$ cat config.mk
export PLATFORM = sky130hd
export DESIGN_NAME = uart_tx
export DESIGN_NICKNAME = d
export VERILOG_FILES = /design/src/rtl/uart_pkg.sv /design/src/rtl/uart_bit_timer.sv /design/src/rtl/uart_tx.sv
export SDC_FILE = /design/constraint.sdc
export NUM_CORES = 1
export LEC_CHECK = 0
export ABC_CLOCK_PERIOD_IN_PS = 1800
export CAP_MARGIN = 0
export CORE_ASPECT_RATIO = 2
export CORE_MARGIN = 5
export CORE_UTILIZATION = 52
export CTS_BUF_LIST = sky130_fd_sc_hd__clkbuf_4
export CTS_CLUSTER_SIZE = 25
export DETAILED_ROUTE_END_ITERATION = 8
export HOLD_SLACK_MARGIN = 0.1
export PLACE_DENSITY = 0.77
export SYNTH_ARGS = -nofsm -noshare
export SYNTH_HDL_FRONTEND = slang
export SYNTH_SLANG_ARGS = --single-unit
$ cat constraint.sdc
create_clock -name Clk -period 1.8 [get_ports Clk]
set_clock_uncertainty 0.2 [all_clocks]
set_input_delay 0.36 -clock Clk [delete_from_list [all_inputs] [get_ports Clk]]
set_output_delay 0.36 -clock Clk [all_outputs]
set_load 0.02 [all_outputs]
$ cat src/rtl/uart_pkg.sv
// Shared UART definitions: frame state encoding, default bit timing and parity helpers.
package uart_pkg;

    typedef enum logic [2:0] {
        IDLE   = 3'd0,
        START  = 3'd1,
        DATA   = 3'd2,
        PARITY = 3'd3,
        STOP   = 3'd4
    } uart_state_e;

    localparam int unsigned DEFAULT_CYCLES_PER_BIT = 16;
    localparam int unsigned DATA_BITS              = 8;

    localparam bit PARITY_MODE_EVEN = 1'b0;
    localparam bit PARITY_MODE_ODD  = 1'b1;

    // Parity bit for a data byte; odd mode inverts the even-parity result.
    function automatic logic parity_of(input logic [DATA_BITS-1:0] data, input logic odd);
        return (^data) ^ odd;
    endfunction

endpackage

$ cat src/rtl/uart_bit_timer.sv
// Per-bit cycle counter shared by the UART transmitter and receiver.
module uart_bit_timer
    import uart_pkg::*;
#(
    parameter int unsigned CYCLES_PER_BIT = DEFAULT_CYCLES_PER_BIT
) (
    input  logic Clk,
    input  logic Rst_n,
    input  logic en,
    input  logic clr,
    output logic bit_end_c,
    output logic mid_bit_c
);

    localparam int unsigned       CNT_W    = (CYCLES_PER_BIT > 1) ? $clog2(CYCLES_PER_BIT) : 1;
    localparam logic [CNT_W-1:0]  CNT_LAST = CNT_W'(CYCLES_PER_BIT - 1);
    localparam logic [CNT_W-1:0]  CNT_MID  = CNT_W'(CYCLES_PER_BIT / 2);

    logic [CNT_W-1:0] bit_cnt;

    // Counts 0..CYCLES_PER_BIT-1 while enabled, wrapping at the end of each bit.
    always_ff @(posedge Clk or negedge Rst_n) begin
        if (!Rst_n) begin
            bit_cnt <= '0;
        end else if (clr) begin
            bit_cnt <= '0;
        end else if (en) begin
            bit_cnt <= bit_end_c ? '0 : bit_cnt + CNT_W'(1);
        end
    end

    assign bit_end_c = en && (bit_cnt == CNT_LAST);
    assign mid_bit_c = en && (bit_cnt == CNT_MID);

endmodule

$ cat src/rtl/uart_tx.sv
// UART transmitter: 1-entry holding buffer feeding a start/8 data/parity/stop serialiser.
module uart_tx
    import uart_pkg::*;
#(
    parameter int unsigned CYCLES_PER_BIT = DEFAULT_CYCLES_PER_BIT,
    parameter bit          PARITY_EN      = 1'b1,
    parameter bit          PARITY_ODD     = PARITY_MODE_EVEN
) (
    input  logic                 Clk,
    input  logic                 Rst_n,
    input  logic                 Clear,
    input  logic [DATA_BITS-1:0] InData,
    input  logic                 InValid,
    output logic                 InReady,
    output logic                 TX,
    output logic                 Busy,
    output logic                 DonePluse
);

    uart_state_e           state_q, state_d;
    logic [DATA_BITS-1:0]  shift_q, shift_d;
    logic [DATA_BITS-1:0]  hold_data_q, hold_data_d;
    logic [2:0]            data_cnt_q, data_cnt_d;
    logic                  hold_full_q, hold_full_d;
    logic                  parity_q, parity_d;
    logic                  tx_q, tx_d;
    logic                  busy_q, busy_d;
    logic                  done_q, done_d;
    logic                  in_ready_q, in_ready_d;
    logic                  accept_c;
    logic                  load_c;
    logic                  bit_end_c;
    logic                  mid_bit_unused;

    uart_bit_timer #(
        .CYCLES_PER_BIT(CYCLES_PER_BIT)
    ) u_bit_timer (
        .Clk      (Clk),
        .Rst_n    (Rst_n),
        .en       (state_q != IDLE),
        .clr      (Clear),
        .bit_end_c(bit_end_c),
        .mid_bit_c(mid_bit_unused)
    );

    // State and datapath registers.
    always_ff @(posedge Clk or negedge Rst_n) begin
        if (!Rst_n) begin
            state_q     <= IDLE;
            shift_q     <= '0;
            hold_data_q <= '0;
            data_cnt_q  <= '0;
            hold_full_q <= 1'b0;
            parity_q    <= 1'b0;
            tx_q        <= 1'b1;
            busy_q      <= 1'b0;
            done_q      <= 1'b0;
            in_ready_q  <= 1'b1;
        end else begin
            state_q     <= state_d;
            shift_q     <= shift_d;
            hold_data_q <= hold_data_d;
            data_cnt_q  <= data_cnt_d;
            hold_full_q <= hold_full_d;
            parity_q    <= parity_d;
            tx_q        <= tx_d;
            busy_q      <= busy_d;
            done_q      <= done_d;
            in_ready_q  <= in_ready_d;
        end
    end

    // Next-state, buffer handshake and registered-output values.
    always_comb begin
        state_d     = state_q;
        shift_d     = shift_q;
        hold_data_d = hold_data_q;
        data_cnt_d  = data_cnt_q;
        hold_full_d = hold_full_q;
        parity_d    = parity_q;
        done_d      = 1'b0;
        tx_d        = 1'b1;
        busy_d      = 1'b0;
        in_ready_d  = 1'b1;
        load_c      = 1'b0;
        accept_c    = InValid && in_ready_q;

        if (accept_c) begin
            hold_data_d = InData;
            hold_full_d = 1'b1;
        end

        case (state_q)
            IDLE: begin
                if (hold_full_q) begin
                    state_d = START;
                    load_c  = 1'b1;
                end
            end
            START: begin
                if (bit_end_c) state_d = DATA;
            end
            DATA: begin
                if (bit_end_c) begin
                    shift_d    = {1'b0, shift_q[DATA_BITS-1:1]};
                    data_cnt_d = data_cnt_q + 3'd1;
                    if (data_cnt_q == 3'd7) state_d = PARITY_EN ? PARITY : STOP;
                end
            end
            PARITY: begin
                if (bit_end_c) state_d = STOP;
            end
            STOP: begin
                if (bit_end_c) begin
                    done_d = 1'b1;
                    if (hold_full_q) begin
                        state_d = START;
                        load_c  = 1'b1;
                    end else begin
                        state_d = IDLE;
                    end
                end
            end
            default: state_d = IDLE;
        endcase

        // Accept and load are exclusive: accept needs an empty buffer, load a full one.
        if (load_c) begin
            shift_d     = hold_data_q;
            parity_d    = parity_of(hold_data_q, PARITY_ODD);
            data_cnt_d  = '0;
            hold_full_d = 1'b0;
        end

        if (Clear) begin
            state_d     = IDLE;
            shift_d     = '0;
            hold_data_d = '0;
            data_cnt_d  = '0;
            hold_full_d = 1'b0;
            parity_d    = 1'b0;
            done_d      = 1'b0;
        end

        case (state_d)
            START:   tx_d = 1'b0;
            DATA:    tx_d = shift_d[0];
            PARITY:  tx_d = parity_d;
            default: tx_d = 1'b1;
        endcase

        busy_d     = (state_d != IDLE) || hold_full_d;
        in_ready_d = !hold_full_d;
    end

    assign InReady   = in_ready_q;
    assign TX        = tx_q;
    assign Busy      = busy_q;
    assign DonePluse = done_q;

endmodule

# == Yosys cells after proc, flatten, opt, wreduce, memory -nomap -nowiden ==
# Index checks and enable logic that the tools add are counted.
# totals
register_bits,32
latchBits,0
ramBits,0
romBits,0
in_bits,12
output_inout_bits,4
elab_cells,70
memories,0
# op_classes
n_addsub,2
multipliers,0
n_div,0
order_cmp,0
eq_ne,9
n_shift,0
muxes,34
bitwise,0
reduce_logical,13
# op_table
cell,n
$mux 8,6
$mux 3,11
$pmux 3 s5,1
$eq 3x2->1 const B,4
$mux 4,3
$reduce_bool 3->1,4
$mux 1,11
$reduce_xor 8->1,1
$eq 3x1->1 const B,2
$eq 3x3->1 const B,2
$add 4x1->4 const B,1
$eq 4x4->1 const B,1
$reduce_bool 2->1,2
$add 3x1->3 const B,1
$logic_not 3->1,1
$pmux 1 s3,1
$logic_and 1x1->1,2
$pmux 1 s2,1
$reduce_and 2->1,1
$logic_not 1->1,1
$logic_or 1x1->1,1

# == Longest topological paths before layout ==
# depth
depth_word,7
depth_mapped,8
depth_no_buf,6

# == Modules after synthesis ==
# From an unflattened synthesis, not the netlist that was laid out.
# hier_totals
hier_cells,156
hier_area_um2,1581.5
# by_module_without_submodules
module,instances,cells_each,area_each_um2,seq_area_each_um2
uart_tx,1,131,1352.5,703.2
uart_bit_timer,1,25,229.0,100.1

# == Worst setup path before layout ==
# No wires, ideal clock.
# synth_path
kind,register to register
start,register u_bit_timer.bit_cnt[0]
end,register shift_q[1]
setup_time_ns,0.066
arrival_ns,1.697
required_time_ns,1.534
setup_slack_ns,-0.163
path_stages_with_launch,8
n_path_buf,1
synth_period_minus_slack_ns,1.963
path_cell_list,dfrtp_1 > ha_1 > and3_1 > buf_4 > a21oi_1 > a2bb2oi_1 > o21a_1 > a22o_1
# synth_via
elab_chain_cells,6
word_cells_on_any_way,9
classes_between,eq/ne (1); mux (4); reduce/logical (4)
# synth_lines
item,line_no,text
from (decl),uart_bit_timer.sv:19,logic [CNT_W-1:0] bit_cnt;
from (signal assigned),uart_bit_timer.sv:28,bit_cnt <= bit_end_c ? '0 : bit_cnt + CNT_W'(1);
$eq 4x4->1 (*),uart_bit_timer.sv:32,assign bit_end_c = en && (bit_cnt == CNT_LAST);
$logic_and 1x1->1 (*),uart_bit_timer.sv:32,
$mux 1,uart_tx.sv:114,if (bit_end_c) begin
$pmux 1 s2,uart_tx.sv:93,case (state_q)
$reduce_bool 3->1 (no source line) or $mux 8 (tied branches),n/a,
$reduce_and 2->1 (no source line) or $mux 8 (tied branches),n/a,
to (signal assigned),uart_tx.sv:61,shift_q <= shift_d;
to (decl),uart_tx.sv:21,"logic [DATA_BITS-1:0] shift_q, shift_d;"
# Every way passes the cells marked *; elsewhere a longest branch is shown, timed or not.
# A chain may end at the register's enable or synchronous reset.

# == Worst setup path in the final report ==
# layout_path
start,register u_bit_timer.bit_cnt[1]
end,register shift_q[1]
# The elaborated chain is that of the path after synthesis.

==> results.md <==
- After filler insertion, the fill cell instance count of the layout stands at 232.
- The initial core utilization is 0.541.
- The capture point of the worst reg-to-reg path is shift_q[1]$_DFFE_PN0P_.
- The final setup violation count is 0.
- The warning count from the yosys run is 0.
- The die extent in y is 88.2 um.
- Clock tree synthesis inserted a total of 5 buffers.
- The clock insertion delay at the later pin of the skew report is 0.32 ns.
- The final net count is 213.
- The worst hold-check path type is in2async.
- The worst register-to-register path begins at u_bit_timer.bit_cnt[1]$_DFFE_PN0P_.
- The flow ran to the end, and the final reports show no timing, DRC or antenna violations.
- The worst setup path is of the reg2reg kind.
- The slack of the worst reg-to-reg path is 0.009 ns.
- The maximum clock path buffer count is 2.
- For the finished layout, the period the worst path requires is 1.79 ns.
- Dividing total power by cell area gives a power density of 701 mW/mm2.
- The die area is 0.00433 mm2.
- The worst vdd rail ir drop is 0.000649 V.
- The number of different library cells used by synthesis comes to 37.
- The worst hold margin is 0.191 ns.
- The total vias in the final route is 1,315.
- Summing every instance area after synthesis gives 0.00159 mm2.
- STA classifies the critical path endpoint as a flip-flop.
- Global routing finished with a remaining overflow of 0.
- The number of cells produced by synthesis is 155.
- The count of nets left with antenna violations after detail routing is 0.
- The synthesized net count is 170.
- The number of core rows is 28.
- The number of max-cap violations is 0.
- In the finished design, the share of the clock period the worst path needs comes to 0.995.
- The number of enable flip-flop cells after synthesis is 0.
- Based on the critical path, the design can be clocked at up to 558 MHz.
- On the worst path, the slowest cell contributes a delay of 0.43 ns.
- The mean instance size in the synthesized netlist is 10.3 um2.
- The number of antenna violations at the first check in global routing is 0.
- The core region is 0.00294 mm2.
- 16 I/O pins were placed.
- The largest net degree at the start of global routing is 33.
- The async set or reset register ratio after synthesis is 1.00.
- The final wirelength is 3650 um.
- The clock drives 32 sinks.
- The synthesis-stage register bit count is 32.
- Detailed placement ended at an HPWL of 2750 um.
- The worst setup path is launched from a flip-flop.
- The signed area change from the synthesized netlist to the final layout is 30.4%.
- The library cell used most frequently in the layout, excluding fill and tap cells, is sky130_fd_sc_hd__dfrtp_1.
- The number of cells on the worst reg-to-reg path is 7.
- For the pin with the worst max-slew slack, the measured transition is 0.341 ns.
- In the layout the commonest cells are 29 x sky130_fd_sc_hd__dfrtp_1, 28 x sky130_fd_sc_hd__buf_4, 25 x sky130_fd_sc_hd__nand2_1.
- The detailed router's first-iteration violation count is 26.
- The global-route wire length before repair is 6160 um.
- The arrival time at the worst endpoint is 1.81 ns.
- The sum of negative setup slack is 0 ns.
- The DRC violation count after routing is 0.
- The root buffer cell is sky130_fd_sc_hd__clkbuf_4.
- On the critical path, the stage with the largest delay is an instance of sky130_fd_sc_hd__dfrtp_1.
- TritonCTS built the clock tree.
- The fraction of layout cells with a size suffix above 1 is 0.327.
- Walking the worst path, the cells encountered are ha_4 > and3_4 > a21oi_2 > a2bb2oi_2 > buf_4 > nor3_4 > a22o_1.
- The first-pass iteration count of the detailed router is 4.
- The post-detailed-route wirelength per cell is 15.9 um.
- The leakage power figure is 0.955 nW.
- Of all nets on the critical path, the largest fanout is 6.
- After detailed routing, the number of vias per cell comes to 5.74.
- Data on the critical path is required at its endpoint by 1.82 ns.
- In the synthesized netlist the dominant register cell turns out to be sky130_fd_sc_hd__dfrtp_1.
- The number of input and output port buffers inserted is 15.
- Counting both buffers and inverters, the worst setup path holds a total of 1.
- Setup repair after global routing could not meet its margin everywhere.
- Routability-driven placement finished with a final weighted congestion of 0.845.
- The H-tree was split into 2 levels.
- The final count of hold timing violations is 0.
- The clock transition time at the flip-flop clock pins of the worst setup and hold paths is 0.10 ns.
- 0 antenna diodes ended up in the layout.
- The horizontal die dimension is 49.1 um.
- The via count of the first global-routing pass came to 1,479.
- The global routing usage summed across all routing layers is 0.186.
- The share of the yosys chip area belonging to registers is 0.505.
- The top cell family by delay on the critical path is compound AO/OA/AOI/OAI gates.
- Measured against its own limit, the worst slew margin works out to 0.771.
- The max-slew violation total from the final report is 0.
## metal layers
| metal | vias up | GRT usage | part of all wire |
|---|---|---|---|
| met5 | - | 0 | 0 |
| met4 | 0 | 0.150 | 0.049 |
| met3 | 13 | 0.0422 | 0.033 |
| met2 | 27 | 0.357 | 0.61 |
| met1 | 646 | 0.153 | 0.31 |
| li1 | 629 | - | - |
## state kept, by name, summed over array words and instances, names as in the netlist
| name | flops |
|---|---|
| hold_data_q | 8 |
| shift_q | 8 |
| u_bit_timer.bit_cnt | 4 |
| data_cnt_q | 3 |
| state_q | 3 |
| Busy | 1 |
| DonePluse | 1 |
| InReady | 1 |
| TX | 1 |
| hold_full_q | 1 |
| parity_q | 1 |
## cell usage after synthesis, types with 2 or more instances
library cell	count	area (um2)
sky130_fd_sc_hd__nand2_1	25	93.8
sky130_fd_sc_hd__xnor2_1	8	70.1
sky130_fd_sc_hd__nor2_1	10	37.5
sky130_fd_sc_hd__buf_4	2	15.0
sky130_fd_sc_hd__clkbuf_1	3	11.3
sky130_fd_sc_hd__dfrtp_1	30	751
sky130_fd_sc_hd__a22o_1	6	52.6
sky130_fd_sc_hd__mux2i_1	4	40.0
sky130_fd_sc_hd__nor3_1	5	25.0
sky130_fd_sc_hd__nand4_1	2	12.5
sky130_fd_sc_hd__ha_1	3	37.5
sky130_fd_sc_hd__o21ai_0	4	20.0
sky130_fd_sc_hd__buf_6	3	33.8
sky130_fd_sc_hd__nand3_1	4	20.0
sky130_fd_sc_hd__dfstp_2	2	52.6
sky130_fd_sc_hd__and2_1	2	12.5
sky130_fd_sc_hd__a21oi_1	14	70.1
sky130_fd_sc_hd__xor2_1	2	17.5
sky130_fd_sc_hd__a22o_2	6	60.1
sky130_fd_sc_hd__inv_1	3	11.3
## kinds of logic after synthesis
logic type                 count (synthesis)  synth area share
and+or+nand+nor                           58             0.178
muxes                                      4            0.0252
buffers and inverters                     12            0.0479
AOI/OAI and AO/OA                         36             0.165
xor gates and xnor gates                  10            0.0550
adders and majority gates                  3            0.0236
DFF                                       32             0.505
## worst max-delay path by stage
stage | start | cells past startpoint | to | slack, ns
final | u_bit_timer.bit_cnt[1]$_DFFE_PN0P_ | 7 | shift_q[1]$_DFFE_PN0P_ | 0.009
after global placement | Clear | 4 | TX$_DFF_PN1_ | -0.06
after global routing | u_bit_timer.bit_cnt[1]$_DFFE_PN0P_ | 7 | shift_q[1]$_DFFE_PN0P_ | -0.1
after CTS | u_bit_timer.bit_cnt[0]$_DFFE_PN0P_ | 7 | shift_q[5]$_DFFE_PN0P_ | -0.02
after detailed placement | Clear | 4 | TX$_DFF_PN1_ | -0.09
after floorplan | u_bit_timer.bit_cnt[0]$_DFFE_PN0P_ | 8 | TX$_DFF_PN1_ | -0.05
## report_power, final
part	internal, mW	leakage (nW)	switching (mW)
Combinational	0.147	0.493	0.143
Clock	0.143	0.0324	0.240
Sequential	0.754	0.430	0.0266
Total	1.04	0.955	0.410
## stage by stage
| step | cells | instance area (um2) | setup WS, ns | util | power, mW |
|---|---|---|---|---|---|
| floorplan | 155 | 1620 | -0.0469 | - | 0.942 |
| global placement | 212 | 1900 | -0.0601 | 0.647 | 1.05 |
| detailed placement | 212 | 1900 | -0.0947 | 0.647 | 1.06 |
| CTS | 222 | 2000 | -0.0246 | 0.679 | 1.45 |
| global route | 229 | 2080 | -0.0951 | 0.705 | 1.54 |
| finish | 229 | 2080 | 0.00928 | 0.705 | 1.45 |
## cell type report
class / instances / area (um2) / share of cell area
flip-flops and latches: 32 / 805 / 0.388
multi-input cells: 111 / 783 / 0.377
repair buffers: 45 / 388 / 0.187
clock buffers: 5 / 37.5 / 0.0181
well taps: 30 / 37.5 / 0.0181
clock inverters: 3 / 13.8 / 0.00663
inverters: 3 / 11.3 / 0.00542
## repair_timing
action                     in CTS  in global routing
setup endpoints to repair      13                 13
setup buffers                   2                  7
pin swaps                       8                  7
hold buffers                    0                  0
gates resized for setup        11                  6
Note: power is estimated with default switching activity, not from simulation.
==> RTL change 1 (config.mk and constraints unchanged) <==
Register the output `TX` once more, cleared by the reset; this adds one clock of latency there. The other outputs are not delayed to match.
--- a/src/rtl/uart_tx.sv
+++ b/src/rtl/uart_tx.sv
@@ -154,7 +154,13 @@
     end
 
     assign InReady   = in_ready_q;
-    assign TX        = tx_q;
+    always_ff @(posedge Clk or negedge Rst_n) begin
+        if (!Rst_n) begin
+            TX <= '0;
+        end else begin
+            TX <= tx_q;
+        end
+    end
     assign Busy      = busy_q;
     assign DonePluse = done_q;
 
Function: changed (a bounded check fails within 4 cycles, from zero or initial values and one cycle with Rst_n low).
==> RTL change 1 against the original RTL <==
  * The flow now finishes with violations (negative setup slack)
  * Via count fell by 3.6%
  * Power rose by 1.6%
  * Wire length fell by 7.2%
  * Setup slack got worse by 0.052 ns
  * Sequential power rose by 2.8%
  * Sequential cell count rose by 1
  * Largest cell class unchanged
  * Synthesized cell count rose by 0.65%
  * Design area fell by 0.72%
  * Critical path type unchanged
  * Synthesized area rose by 1.6%
  * First-iteration DRC count fell by 50%
==> RTL change 1: results (changes against the original RTL) <==
- Synth area leaders: dfrtp_1 48%, nand2_1 5.8%, a21oi_1 4.3%
- Hold Path Class: input port to asynchronous set/reset pin
- Critical path origin: u_bit_timer.bit_cnt[0]
- Post-layout worst setup margin: -0.0424 ns (-0.0517 ns)
- Reg2Reg Depth: 6 (-1)
- Peak supply drop: 585 uV (-9.9%)
- Post-synth top cells: 31 x dfrtp_1, 25 x nand2_1, 14 x a21oi_1
- NumNets Final: 206 (-3.3%)
- RD Place Congestion: 0.883 (+4.4%)
- Worst-Skew Late Latency: 0.34 ns (+0.02 ns)
- Synth Area in XOR/XNOR: 5.42% (-0.085 points)
- Final WL: 3380 um (-7.2%)
- Netlist cell types: 38 (+2.7%)
- Leak: 0.923 nW (-3.4%)
- Status: finished, violations left
- Failing checks: negative setup slack
- Iter 0 DRT Violations: 13 (-50%)
- Setup_tns: -0.0576 ns (-0.0576 ns)
- First-pass GRT wire length: 5870 um (-4.8%)
- Reg2reg end: tx_q
- Async set-reset flop share out of synthesis: 100% (unchanged)
- Register area share after synthesis: 51.2% (+0.77 points)
- Cell-internal power: 1.05 mW (+0.96%)
- Vias in the first global route: 1369 (-7.4%)
- Worst EP arrival: 1.90 ns (+0.09 ns)
- Flop pwr share: 54.4% (+0.7 points)
- Fillers: 214 (-7.8%)
- R2r startpoint: u_bit_timer.bit_cnt[0]
- Combinational Power Share: 18.2% (-1.8 points)
- Post-synthesis adder-cell area fraction: 2.32% (-0.037 points)
- Syn_nets: 171 (+0.59%)
- Worst Path Max Fanout: 4 (-2)
- Worst slew pin tran: 0.340 ns (-0.00135 ns)
- Share of layout cells above drive strength 1: 30.7% (-1.9 points)
- Hpwl dp: 2520 um (-8.6%)
- Mux cell area share after synthesis: 2.48% (-0.039 points)
- Gr usage total: 17.7% (-0.88 points)
- Dpl cell area: 1900 um2 (-0.26%)
- Compound-cell area share of the yosys netlist: 16.3% (-0.26 points)
- Final setup vio count: 2 (+2)
- WHS: 0.173 ns (-0.0183 ns)
- Pin count of the biggest net entering global routing: 34 (+3.0%)
- Bufs on Longest Clock Path: 2 (unchanged)
[RTL change 1: cell types whose count changed after synthesis, sizes merged]
| cell | delta |
|---|---|
| dfrtp | +1 |
| clkbuf | -1 |
| buf | +1 |
[RTL change 1: critical path, cell delays in order, from the launching register on]
cell     delay, ns
dfrtp_1       0.43
ha_4          0.19
and3_4        0.20
and2_4        0.16
mux2i_1       0.13
o211a_1       0.24
mux2i_2       0.21
[RTL change 1: layout make-up]
cell class,instances,share of cell area [%]
flip-flops and latches,33,40.2
multi-input cells,111,38.7
repair buffers,37,16.1
clock buffers,5,1.82
well taps,30,1.82
clock inverters,3,0.850
inverters,3,0.546
[RTL change 1: layer usage]
layer	routed length, um	track usage, %	up-vias
met5	0	0	-
met4	208	16.0	0
met3	124	3.04	17
li1	-	-	610
met2	1890	32.5	34
met1	1160	15.9	607
[RTL change 1: per-stage QoR]
stage	instances	util [%]	worst slack, ns
final	222	69.2	-0.0424
after global routing	222	69.2	-0.0840
after CTS	222	69.0	-0.0245
after detailed placement	209	63.8	-0.167
after global placement	209	63.8	-0.171
after floorplan	156	-	-0.0469
[RTL change 1: cell families (layout without fill, tap and decap cells)]
group	after synthesis	after routing
XOR/XNOR	10	10
AO/OA/AOI/OAI	36	36
multiplexers	4	4
flip-flops	33	33
buffers and inverters	12	48
adder cells (fa/ha/maj)	3	3
AND/OR/NAND/NOR	58	58
[RTL change 1: how the worst max path moves through the flow]
stage	end	slack, ns	cells after the start
final	tx_q	-0.04	6
after global routing	tx_q	-0.08	7
after CTS	tx_q	-0.02	6
after detailed placement	tx_q	-0.17	4
after global placement	tx_q	-0.17	4
after floorplan	tx_q	-0.05	8
[RTL change 1: what timing repair did]
action	in CTS	in global routing
setup endpoints to repair	14	10
pin swaps	2	3
setup buffers	5	0
resized for setup	15	4
==> RTL change 2 (same flow settings) <==
Made on the original files. `DEFAULT_CYCLES_PER_BIT`: 16 -> 32.
--- a/src/rtl/uart_pkg.sv
+++ b/src/rtl/uart_pkg.sv
@@ -9,7 +9,7 @@
         STOP   = 3'd4
     } uart_state_e;
 
-    localparam int unsigned DEFAULT_CYCLES_PER_BIT = 16;
+    localparam int unsigned DEFAULT_CYCLES_PER_BIT = 32;
     localparam int unsigned DATA_BITS              = 8;
 
     localparam bit PARITY_MODE_EVEN = 1'b0;
Function: no difference found for any inputs over 10 cycles, from zero or initial values and one cycle with Rst_n low; that may be too few to reach the edited logic, so the function may still have changed.
==> RTL change 2 against the original RTL <==
  * Highest routed layer unchanged
  * Maximum frequency is 23% lower
  * Synthesized area unchanged
  * First-iteration DRC count is 7.7% higher
  * Wire length up 18%
  * Sequential cell count grew 1
  * Final cell count up 3.5%
  * Design area is 13% higher
  * Power grew 7.4%
  * The run now ends with negative setup slack left
  * Setup slack lost 0.53 ns
  * Die area unchanged
  * Largest power group unchanged
==> RTL change 2: results (changes against the original RTL) <==
- Worst Path Max Fanout: 4 (-2)
- Netlist cell types: 39 (+5.4%)
- Dpl cell area: 1990 um2 (+4.5%)
- Syn. warnings: 0 (unchanged)
- Routed wire length per instance: 18.2 um (+14%)
- Met1 GRT Util: 19.6% (+4.3 points)
- RD Place Congestion: 0.871 (+3.0%)
- Syn_nets: 172 (+1.2%)
- Final Non-Filler Cells: 237 (+3.5%)
- Post-synthesis adder-cell area fraction: 3.14% (+0.79 points)
- WL met2: 2450 um (+11%)
- First-pass GRT wire length: 6850 um (+11%)
- Pin count of the biggest net entering global routing: 34 (+3.0%)
- Worst slew pin tran: 0.464 ns (+0.123 ns)
- Post-layout worst setup margin: -0.518 ns (-0.527 ns)
- Mux cell area share after synthesis: 1.97% (-0.55 points)
- Post-synth top cells: 31 x dfrtp_1, 18 x nand2_1, 17 x a21oi_1
- Reg2Reg Depth: 8 (+1)
- Slowest cell on the critical path: dfrtp_1
- CTS Root Cell: clkbuf_4
- WL met1: 1440 um (+27%)
- Worst-Skew Late Latency: 0.33 ns
- Initial antenna violation count: 0 (unchanged)
- CP peak stage delay: 0.41 ns (-0.02 ns)
- Regs by FF count: hold_data_q (8), shift_q (8), u_bit_timer.bit_cnt (5)
- Synth Area in XOR/XNOR: 4.40% (-1.1 points)
- Pre-CTS setup slack: -0.563 ns (-0.468 ns)
- Peak supply drop: 611 uV (-5.8%)
- Synth area leaders: dfrtp_1 49%, a21oi_1 5.3%, xnor2_1 4.4%
- Vias per cell: 6.05 (+5.4%)
- Fillers: 198 (-15%)
- Gr usage total: 20.7% (+2.1 points)
- Top layer in use: met4
- Area occupied by multi-input gates: 932 um2 (+19%)
- Synthesized instance count: 156 (+0.65%)
- Compound-cell area share of the yosys netlist: 18.3% (+1.8 points)
- Hpwl dp: 2800 um (+1.6%)
- WHS: 0.190 ns (-0.00143 ns)
- Met3 WL: 188 um (+58%)
- Met2 usage: 39.8% (+4.1 points)
- Failing checks: negative setup slack
- Iter 0 DRT Violations: 28 (+7.7%)
- Vias in the first global route: 1562 (+5.6%)
- Register area share after synthesis: 52.0% (+1.6 points)
- CTS buffer count: 5 (unchanged)
- Setup_tns: -7.86 ns (-7.86 ns)
- Share of layout cells above drive strength 1: 42.5% (+9.8 points)
- Reg2reg end: Busy
- Status: finished, violations left
- NumNets Final: 222 (+4.2%)
- Global Route met3 Usage: 3.88% (-0.34 points)
- Final setup vio count: 24 (+24)
- Leak: 1.00 nW (+4.9%)
-- RTL change 2: power breakdown --
group	internal, mW	total, mW	switching (mW)
Combinational	0.169	0.342	0.173
Clock	0.164	0.405	0.241
Sequential	0.780	0.815	0.0348
-- RTL change 2: kinds of logic (layout without fill, tap and decap cells) --
family / Yosys count / in the layout
AO/OA/AOI/OAI: 43 / 43
XOR/XNOR: 8 / 8
adder cells (fa/ha/maj): 4 / 4
buffers and inverters: 15 / 66
flip-flops: 33 / 33
multiplexers: 3 / 3
AND/OR/NAND/NOR: 50 / 50
-- RTL change 2: layout make-up --
| type | instances | share of cell area [%] |
|---|---|---|
| Clock buffer | 6 | 1.92 |
| Clock inverter | 2 | 0.427 |
| Inverter | 6 | 0.962 |
| Multi-Input combinational cell | 108 | 39.8 |
| Sequential cell | 33 | 35.4 |
| Tap cell | 30 | 1.60 |
| Timing Repair Buffer | 52 | 19.9 |
-- RTL change 2: worst max path at each step --
stage | startpoint | end | slack (ns) | depth (start not counted)
final | u_bit_timer.bit_cnt[1] | Busy | -0.52 | 8
after floorplan | u_bit_timer.bit_cnt[0] | Busy | -0.51 | 8
after global placement | u_bit_timer.bit_cnt[1] | Busy | -0.49 | 8
after CTS | u_bit_timer.bit_cnt[0] | Busy | -0.55 | 8
after global routing | u_bit_timer.bit_cnt[1] | Busy | -0.58 | 8
after detailed placement | u_bit_timer.bit_cnt[1] | Busy | -0.56 | 8
-- RTL change 2: what timing repair did --
action                     4_1_cts  5_1_grt
setup endpoints to repair       25       26
gates resized for setup         27       29
setup buffers                    3        8
pin swaps                       11       16
cloned                           1        1
-- RTL change 2: critical path, delay by kind of cell, from the launching register on --
kind,cells,cell delay [ns]
flops,1,0.41
buf+inv,1,0.03
simple gates,4,0.88
fa+ha+maj,2,0.37
compound gates,1,0.31
